### src/rtl/imm_encoder.sv
// RV32I immediate encoder: range-checks an immediate, scatters it into the
// instruction format and streams one or two words (LI -> LUI+ADDI).
module imm_encoder (
    input  logic        clk,
    input  logic        rst_n,
    input  logic        in_valid,
    output logic        in_ready,
    input  logic [2:0]  in_fmt,
    input  logic [6:0]  in_opcode,
    input  logic [4:0]  in_rd,
    input  logic [4:0]  in_rs1,
    input  logic [4:0]  in_rs2,
    input  logic [2:0]  in_funct3,
    input  logic [31:0] in_imm,
    output logic        out_valid,
    input  logic        out_ready,
    output logic [31:0] out_instr,
    output logic        out_last,
    output logic        out_err
);

    localparam logic [31:0] NOP = 32'h0000_0013;

    typedef enum logic [1:0] {IDLE, EMIT_HI, EMIT_LAST} state_t;

    state_t      r_state;
    state_t      w_state_nxt;
    logic [31:0] r_instr;
    logic [31:0] r_word_b;
    logic        r_valid;
    logic        r_last;
    logic        r_err;

    logic [19:0] w_hi;
    logic [11:0] w_lo;
    logic        w_legal;
    logic        w_two;
    logic        w_err;
    logic [31:0] w_first;
    logic [31:0] w_second;
    logic        w_accept;

    always_comb begin
        w_hi     = in_imm[31:12] + {19'd0, in_imm[11]};
        w_lo     = in_imm[11:0];
        w_legal  = 1'b0;
        w_two    = 1'b0;
        w_first  = NOP;
        w_second = NOP;
        case (in_fmt)
            3'd0: begin
                w_legal = (&in_imm[31:11]) | ~(|in_imm[31:11]);
                w_first = {in_imm[11:0], in_rs1, in_funct3, in_rd, in_opcode};
            end
            3'd1: begin
                w_legal = (&in_imm[31:11]) | ~(|in_imm[31:11]);
                w_first = {in_imm[11:5], in_rs2, in_rs1, in_funct3, in_imm[4:0], in_opcode};
            end
            3'd2: begin
                w_legal = ((&in_imm[31:12]) | ~(|in_imm[31:12])) & ~in_imm[0];
                w_first = {in_imm[12], in_imm[10:5], in_rs2, in_rs1, in_funct3,
                           in_imm[4:1], in_imm[11], in_opcode};
            end
            3'd3: begin
                w_legal = ((&in_imm[31:20]) | ~(|in_imm[31:20])) & ~in_imm[0];
                w_first = {in_imm[20], in_imm[10:1], in_imm[11], in_imm[19:12], in_rd, in_opcode};
            end
            3'd4: begin
                w_legal = ~(|in_imm[11:0]);
                w_first = {in_imm[31:12], in_rd, in_opcode};
            end
            3'd5: begin
                // ADDI sources rd only when the LUI word precedes it
                w_legal = 1'b1;
                if (w_hi != '0) begin
                    w_first  = {w_hi, in_rd, 7'b0110111};
                    w_two    = (w_lo != '0);
                    w_second = {w_lo, in_rd, 3'b000, in_rd, 7'b0010011};
                end else begin
                    w_first  = {w_lo, 5'd0, 3'b000, in_rd, 7'b0010011};
                end
            end
            default: ;
        endcase
        w_err = ~w_legal;
        if (!w_legal) begin
            w_first = NOP;
            w_two   = 1'b0;
        end
    end

    always_comb begin
        w_state_nxt = r_state;
        w_accept    = 1'b0;
        case (r_state)
            IDLE: begin
                if (in_valid) begin
                    w_accept    = 1'b1;
                    w_state_nxt = w_two ? EMIT_HI : EMIT_LAST;
                end
            end
            EMIT_HI:   if (out_ready) w_state_nxt = EMIT_LAST;
            EMIT_LAST: if (out_ready) w_state_nxt = IDLE;
            default:   w_state_nxt = IDLE;
        endcase
    end

    always_ff @(posedge clk or negedge rst_n) begin
        if (!rst_n) begin
            r_state  <= IDLE;
            r_instr  <= '0;
            r_word_b <= '0;
            r_valid  <= 1'b0;
            r_last   <= 1'b0;
            r_err    <= 1'b0;
        end else begin
            r_state <= w_state_nxt;
            if (w_accept) begin
                r_instr  <= w_first;
                r_word_b <= w_second;
                r_last   <= ~w_two;
                r_err    <= w_err;
                r_valid  <= 1'b1;
            end else if (r_state == EMIT_HI && out_ready) begin
                r_instr <= r_word_b;
                r_last  <= 1'b1;
            end else if (r_state == EMIT_LAST && out_ready) begin
                r_valid <= 1'b0;
            end
        end
    end

    assign in_ready  = (r_state == IDLE);
    assign out_valid = r_valid;
    assign out_instr = r_instr;
    assign out_last  = r_last;
    assign out_err   = r_err;

endmodule

### config.mk
export PLATFORM = sky130hd
export DESIGN_NAME = imm_encoder
export DESIGN_NICKNAME = d
export VERILOG_FILES = /design/src/rtl/imm_encoder.sv
export SDC_FILE = /design/constraint.sdc
export NUM_CORES = 1
export LEC_CHECK = 0
export ABC_AREA = 1
export CAP_MARGIN = 20
export CORE_MARGIN = 3
export CORE_UTILIZATION = 46
export DETAILED_ROUTE_END_ITERATION = 8
export GPL_TIMING_DRIVEN = 0
export HOLD_SLACK_MARGIN = 0.1
export PLACE_DENSITY_LB_ADDON = 0.1
export REMOVE_ABC_BUFFERS = 1
export SYNTH_ARGS = -nofsm -noshare
export SYNTH_HDL_FRONTEND = slang
export SYNTH_SLANG_ARGS = --single-unit
### constraint.sdc
create_clock -name clk -period 2.8 [get_ports clk]
set_clock_uncertainty 0.2 [all_clocks]
set_input_delay 0.84 -clock clk [delete_from_list [all_inputs] [get_ports clk]]
set_output_delay 0.84 -clock clk [all_outputs]
set_load 0.01 [all_outputs]
# After elaboration in Yosys (flattened, before gate mapping)
# Index checks and enable logic that the tools add are counted.
word_totals:
  inputBits: 64
  ff_bits: 69
  output_inout_bits: 36
classes:
  n_addsub: 1
  n_mux: 23
  reduce_logical: 18
  eq_ne: 11
  bitwise_logic: 12
op_table:
  columns: ["cell", "n"]
  rows:
  - ["$mux W32", 6]
  - ["$pmux W32 S6", 1]
  - ["$reduce_or A12 Y1", 2]
  - ["$reduce_and A21 Y1", 1]
  - ["$reduce_or A21 Y1", 1]
  - ["$add A20 B1 Y20", 1]
  - ["$reduce_and A20 Y1", 1]
  - ["$reduce_bool A20 Y1", 1]
  - ["$reduce_or A20 Y1", 1]
  - ["$reduce_and A12 Y1", 1]
  - ["$reduce_bool A12 Y1", 1]
  - ["$mux W1", 10]
  - ["$mux W2", 4]
  - ["$ne A2 B2 Y1 const B", 4]
  - ["$not A1 Y1", 7]
  - ["$eq A3 B2 Y1 const B", 2]
  - ["$eq A3 B3 Y1 const B", 2]
  - ["$pmux W2 S3", 1]
  - ["$pmux W1 S5", 1]
  - ["$reduce_bool A2 Y1", 2]
  - ["$eq A3 B1 Y1 const B", 1]
  - ["$logic_not A3 Y1", 1]
  - ["$or A1 B1 Y1", 3]
  - ["$reduce_and A3 Y1", 1]
  - ["other kinds (7)", 9]

# Logic depth before layout (Yosys ltp)
logic_depth:
  word_depth: 9
  depth_mapped: 18

# Least setup slack after synthesis
# No wires, ideal clock.
synth_timing:
  path_type: "input to register"
  startpoint: "in in_imm[11]"
  endpoint: "reg r_instr[23] (netlist: out_instr[23])"
  arrival_ps: 2486
  slack_ps: -10
  path_stages: 16
  required_time_ps: 2476
  path_cell_list: "ha_1 > ha_1 > nand3_2 > inv_2 > nand3_1 > nor2_1 > nand2_1 > nand2_1 > nand3_1 > nor2_4 > buf_2 > nand3_1 > nand3_1 > nand2_1 > nand2_1 > a21oi_2"
synth_between:
  elab_chain_cells: 6
  elab_cells_between_ends: 13
synth_rtl:
  columns: ["item", "line", "text"]
  rows:
  - ["start, declared", "14", "input logic [31:0] in_imm,"]
  - ["$add A20 B1 Y20 / $reduce_or A21 Y1 (equally long branches)", "44, 52, 56", null]
  - ["$reduce_bool A20 Y1 / $not A1 Y1 (equally long branches)", "75, 52, 56", null]
  - ["$mux W32 / $or A1 B1 Y1 (equally long branches)", "75, 52, 56", null]
  - ["$pmux W32 S6 / $pmux W1 S5 (equally long branches)", "50", "case (in_fmt)"]
  - ["$mux W32 *", "86", "if (!w_legal) begin"]
  - ["$mux W32 *", "118", "if (w_accept) begin"]
  - ["end signal, assigned", "119", "r_instr <= w_first;"]
  - ["end signal, assigned", "125", "r_instr <= r_word_b;"]
  - ["end, declared", "28", "logic [31:0] r_instr;"]
# Mark *: on every way between the ends. The rest lies on a longest branch, timed or not.
# A chain may end at the register's enable or synchronous reset.

# Worst setup path after layout
layout_timing:
  startpoint: "in in_imm[11]"
  endpoint: "reg r_instr[28] (netlist: out_instr[28])"
# Same word-level chain as after synthesis.

==> results.yml <==
die:
  core_region_area_um2: 7767
  pin_count: 100
  initial_utilization_pct: 47.60
  row_count: 32
  floorplan.die_area_um2: 9149
  die_height_um: 95.65
  die_width_um: 95.65
yosys:
  seq_area_frac_synth_pct: 37.23
  synth_enable_flop_cells: 0
  count_of_state_elements_after_synthesis: 55
  yosys_most_used_dff: "dfrtp_1"
  synth_top_cells_by_count: "nand2_1 (153), inv_1 (74), nor2_1 (63), dfrtp_1 (55), nand3_1 (50)"
  synth-warning-count: 0
  yosys.cell_types.count: 29
  post-synth-top-area-cell: "dfrtp_1"
  synthArstFlopShare_pct: 100.0
  synth.cell_area_um2: 3697
  most_frequently_used_cell_type_in_the_post_synthesis_netlist: "nand2_1"
  synth_cells: 559
  synthTopCellsByArea: "dfrtp_1 (37%), nand2_1 (16%), inv_1 (7.5%), nand3_1 (6.8%), o21ai_0 (6.5%)"
  synthDominantCellAreaShare_pct: 37.23
  post_synth.cell_area_avg_um2: 6.614
timing:
  timing.final.crit_period_ps: 2854
  fmaxAchievable_ghz: 0.3504
  final_min_period_over_clock_period_pct: 101.9
  timing.setup.tns_ps: -288.4
  rsz0062_at_grt: "yes"
  worstMarginPinSlew_ps: 556.8
  postLayoutSetupSlackWorst_ps: -53.99
  drv_slew: 0
  final-setup-viol-count: 9
  count_of_final_hold_check_violations: 0
  relSlewSlack_pct: 62.88
detailed_routing:
  firstDrtPassIters: 5
  postRouteWirelength_um: 13200
  drt_drc_violations_left: 0
  drt-vias-per-instance: 5.604
  drtIter0Drc: 350
  via_count: 4332
  avgRoutedWirePerCell_um: 17.07
  drt.antenna.violating_nets: 0
worst_setup_path:
  crit_path_end_kind: "register"
  crit_family: "simple AND/OR/NAND/NOR gates"
  cp_common_cell: "nand2_2"
  arrival_ps: 2900
  timing.critical_path.slowest_cell_delay_ps: 190
  path_class: "input port to register"
  worstSetupStartpointType: "input port"
  rr_startpoint: "r_state[0]$_DFFE_PN0P_"
  critical_path_buf_inv_count: 3
  depth_of_the_most_critical_reg_to_reg_path: 7
  crit_slowest_cell: "nor2_4"
  reg2reg_setup_slack_ps: 470
  critPathRequiredTime_ps: 2840
  reg2reg_to: "out_instr[28]$_DFFE_PN0P_"
  cp.depth: 19
  worstSetupEndpoint: "out_instr[28]$_DFFE_PN0P_"
  worst_path_cell_chain: "buf_12 -> ha_4 -> ha_4 -> nand3_4 -> clkinv_4 -> nand2_4 -> nand2_2 -> nand2_2 -> nand2_2 -> nor2_4 -> nand3_4 -> nor2_4 -> buf_12 -> nand2_4 -> nand2_2 -> nand3_1 -> nand2_1 -> nand2_1 -> a21oi_2"
  first_element_of_the_critical_path: "in_imm[11]"
  crit_path_max_fanout: 7
layout:
  post-route-cell-area_um2: 5386
  final.fill_count: 668
  layout-drive-gt1-share_pct: 16.10
  ant_diodes: 0
  finish.net_count: 737
  syn2layout_area_growth_pct: 45.69
outcome:
  failing_checks: "negative setup slack"
  status: "complete, but fails checks"
hold_path:
  timing.hold.worst.start: "r_word_b[4]$_DFFE_PN0P_"
  holdCritPathClass: "register to register"
  hold_path_depth: 2
place:
  hpwlAfterDp_um: 9400
  port_buffers: 99
  dp_slack_ps: -1526
  detailed_place.area_um2: 4766
  gp_congestion: 0.9255
power:
  total_power_mw: 2.549
  total_leakage_power_nw: 2.466
  ir_drop_mv: 0.3645
  power.density_nw_per_um2: 473.3
clock_network:
  clock_tree.root_cell: "clkbuf_8"
  cts_num_sinks: 55
  worst_skew_pair.late_latency_ps: 310
  clock_tree.htree_level_count: 2
  clock_tree_from_tritoncts: "built"
  ctsLongestPathBuffers: 2
  clk_pin_slew_worst_paths_ps: 100
  cts_inserted_buffers: 5
global_route:
  vias_in_the_first_global_route: 4040
  antenna_found_initial: 0
  maximum_number_of_pins_on_one_net_before_global_route_repair: 38
  grt_overflow_total: 0
  grtUsageTotal_pct: 28.48
  grt_pass1_wl_um: 20050
flow_run:
  max_cap_viol_count: 0
## registers in the layout, indices dropped and copies added, names as in the netlist
signal     cells
r_state        2
out_last       1
out_valid      1
r_word_b      18
out_instr     32
out_err        1
## kinds of logic (layout without fill, tap and decap cells)
logic type | after synthesis | count (layout) | share of synthesized area [%]
AND/OR/NAND/NOR | 302 | 305 | 35.16
AO/OA/AOI/OAI | 102 | 102 | 15.77
buffers and inverters | 93 | 202 | 9.882
flip-flops | 55 | 55 | 37.23
XOR/XNOR | 4 | 4 | 0.9474
adder cells (fa/ha/maj) | 3 | 3 | 1.015
## cell type report
type	instances	area [um2]	area share [%]
multi-input cells	414	2305	42.79
flip-flops and latches	55	1376	25.55
repair buffers	115	1159	21.51
inverters	77	301.5	5.598
well taps	102	127.6	2.369
clock buffers	7	86.33	1.603
repair inverters	2	22.52	0.4181
clock inverters	1	8.758	0.1626
## how the worst min path moves through the flow
| stage | to | slack [ps] |
|---|---|---|
| after detailed placement | r_word_b[4]$_DFFE_PN0P_ | 230 |
| after global placement | r_word_b[4]$_DFFE_PN0P_ | 230 |
| after floorplan | r_word_b[4]$_DFFE_PN0P_ | 220 |
| final | r_word_b[4]$_DFFE_PN0P_ | 250 |
| after CTS | r_word_b[4]$_DFFE_PN0P_ | 260 |
| after global routing | r_word_b[4]$_DFFE_PN0P_ | 280 |
## placed cells by master (no fill, tap or decap), types with 5 or more instances in the layout
cell type        synthesis  layout
buf_4                    0       8
o21ai_0                 48      48
nand2_2                  2      12
nor2_2                   5       8
nor2_4                   1      10
inv_1                   74      71
a21oi_2                  1       6
nor3_1                   6       5
a21oi_1                 22      17
nand3_4                  0       6
dlygate4sd2_1            0       6
o22ai_1                 11      11
dfrtp_1                 55      55
nand3_1                 50      39
nand4_1                 11      11
clkbuf_8                 0       6
nand2_1                153     138
nor2_1                  63      51
a221oi_1                 8       8
nand3_2                  4      11
o221ai_1                 6       6
clkdlybuf4s50_1          0      78
o21ai_1                  5       5
## per-layer routing
metal	track usage [%]	routed length [um]	part of all wire (%)
met1	38.48	5526	42
met2	46.21	6257	47
met3	4.104	1026	7.8
met4	10.43	388	2.9
met5	0	0	0
## metrics by stage
step	util (%)	cells	hold slack, ps
floorplan	-	543	215.9
global placement	61.02	744	225.4
detailed placement	61.36	746	231.8
CTS	65.71	765	256.2
global route	69.35	773	278.1
finish	69.35	773	254.7
## power breakdown
part | internal, mW | switching (mW)
clock | 0.204 | 0.272
sequential | 0.963 | 0.0907
combinational | 0.495 | 0.525
total | 1.66 | 0.887
## worst reg2reg max path, delay by kind of cell, from the launching register on
kind | cells | cell delay [ps]
flip-flops | 1 | 460
AND/OR/NAND/NOR | 4 | 840
buffers and inverters | 2 | 640
AO/OA/AOI/OAI | 1 | 130
## what timing repair did
item | CTS | global route
cloned | 5 | 1
buffers inserted | 6 | 7
hold buffers | 0 | 0
endpoints found under the setup margin | 53 | 51
resized for setup | 74 | 72
pin swaps | 9 | 24
No activity file was read; power rests on OpenSTA's default activity.
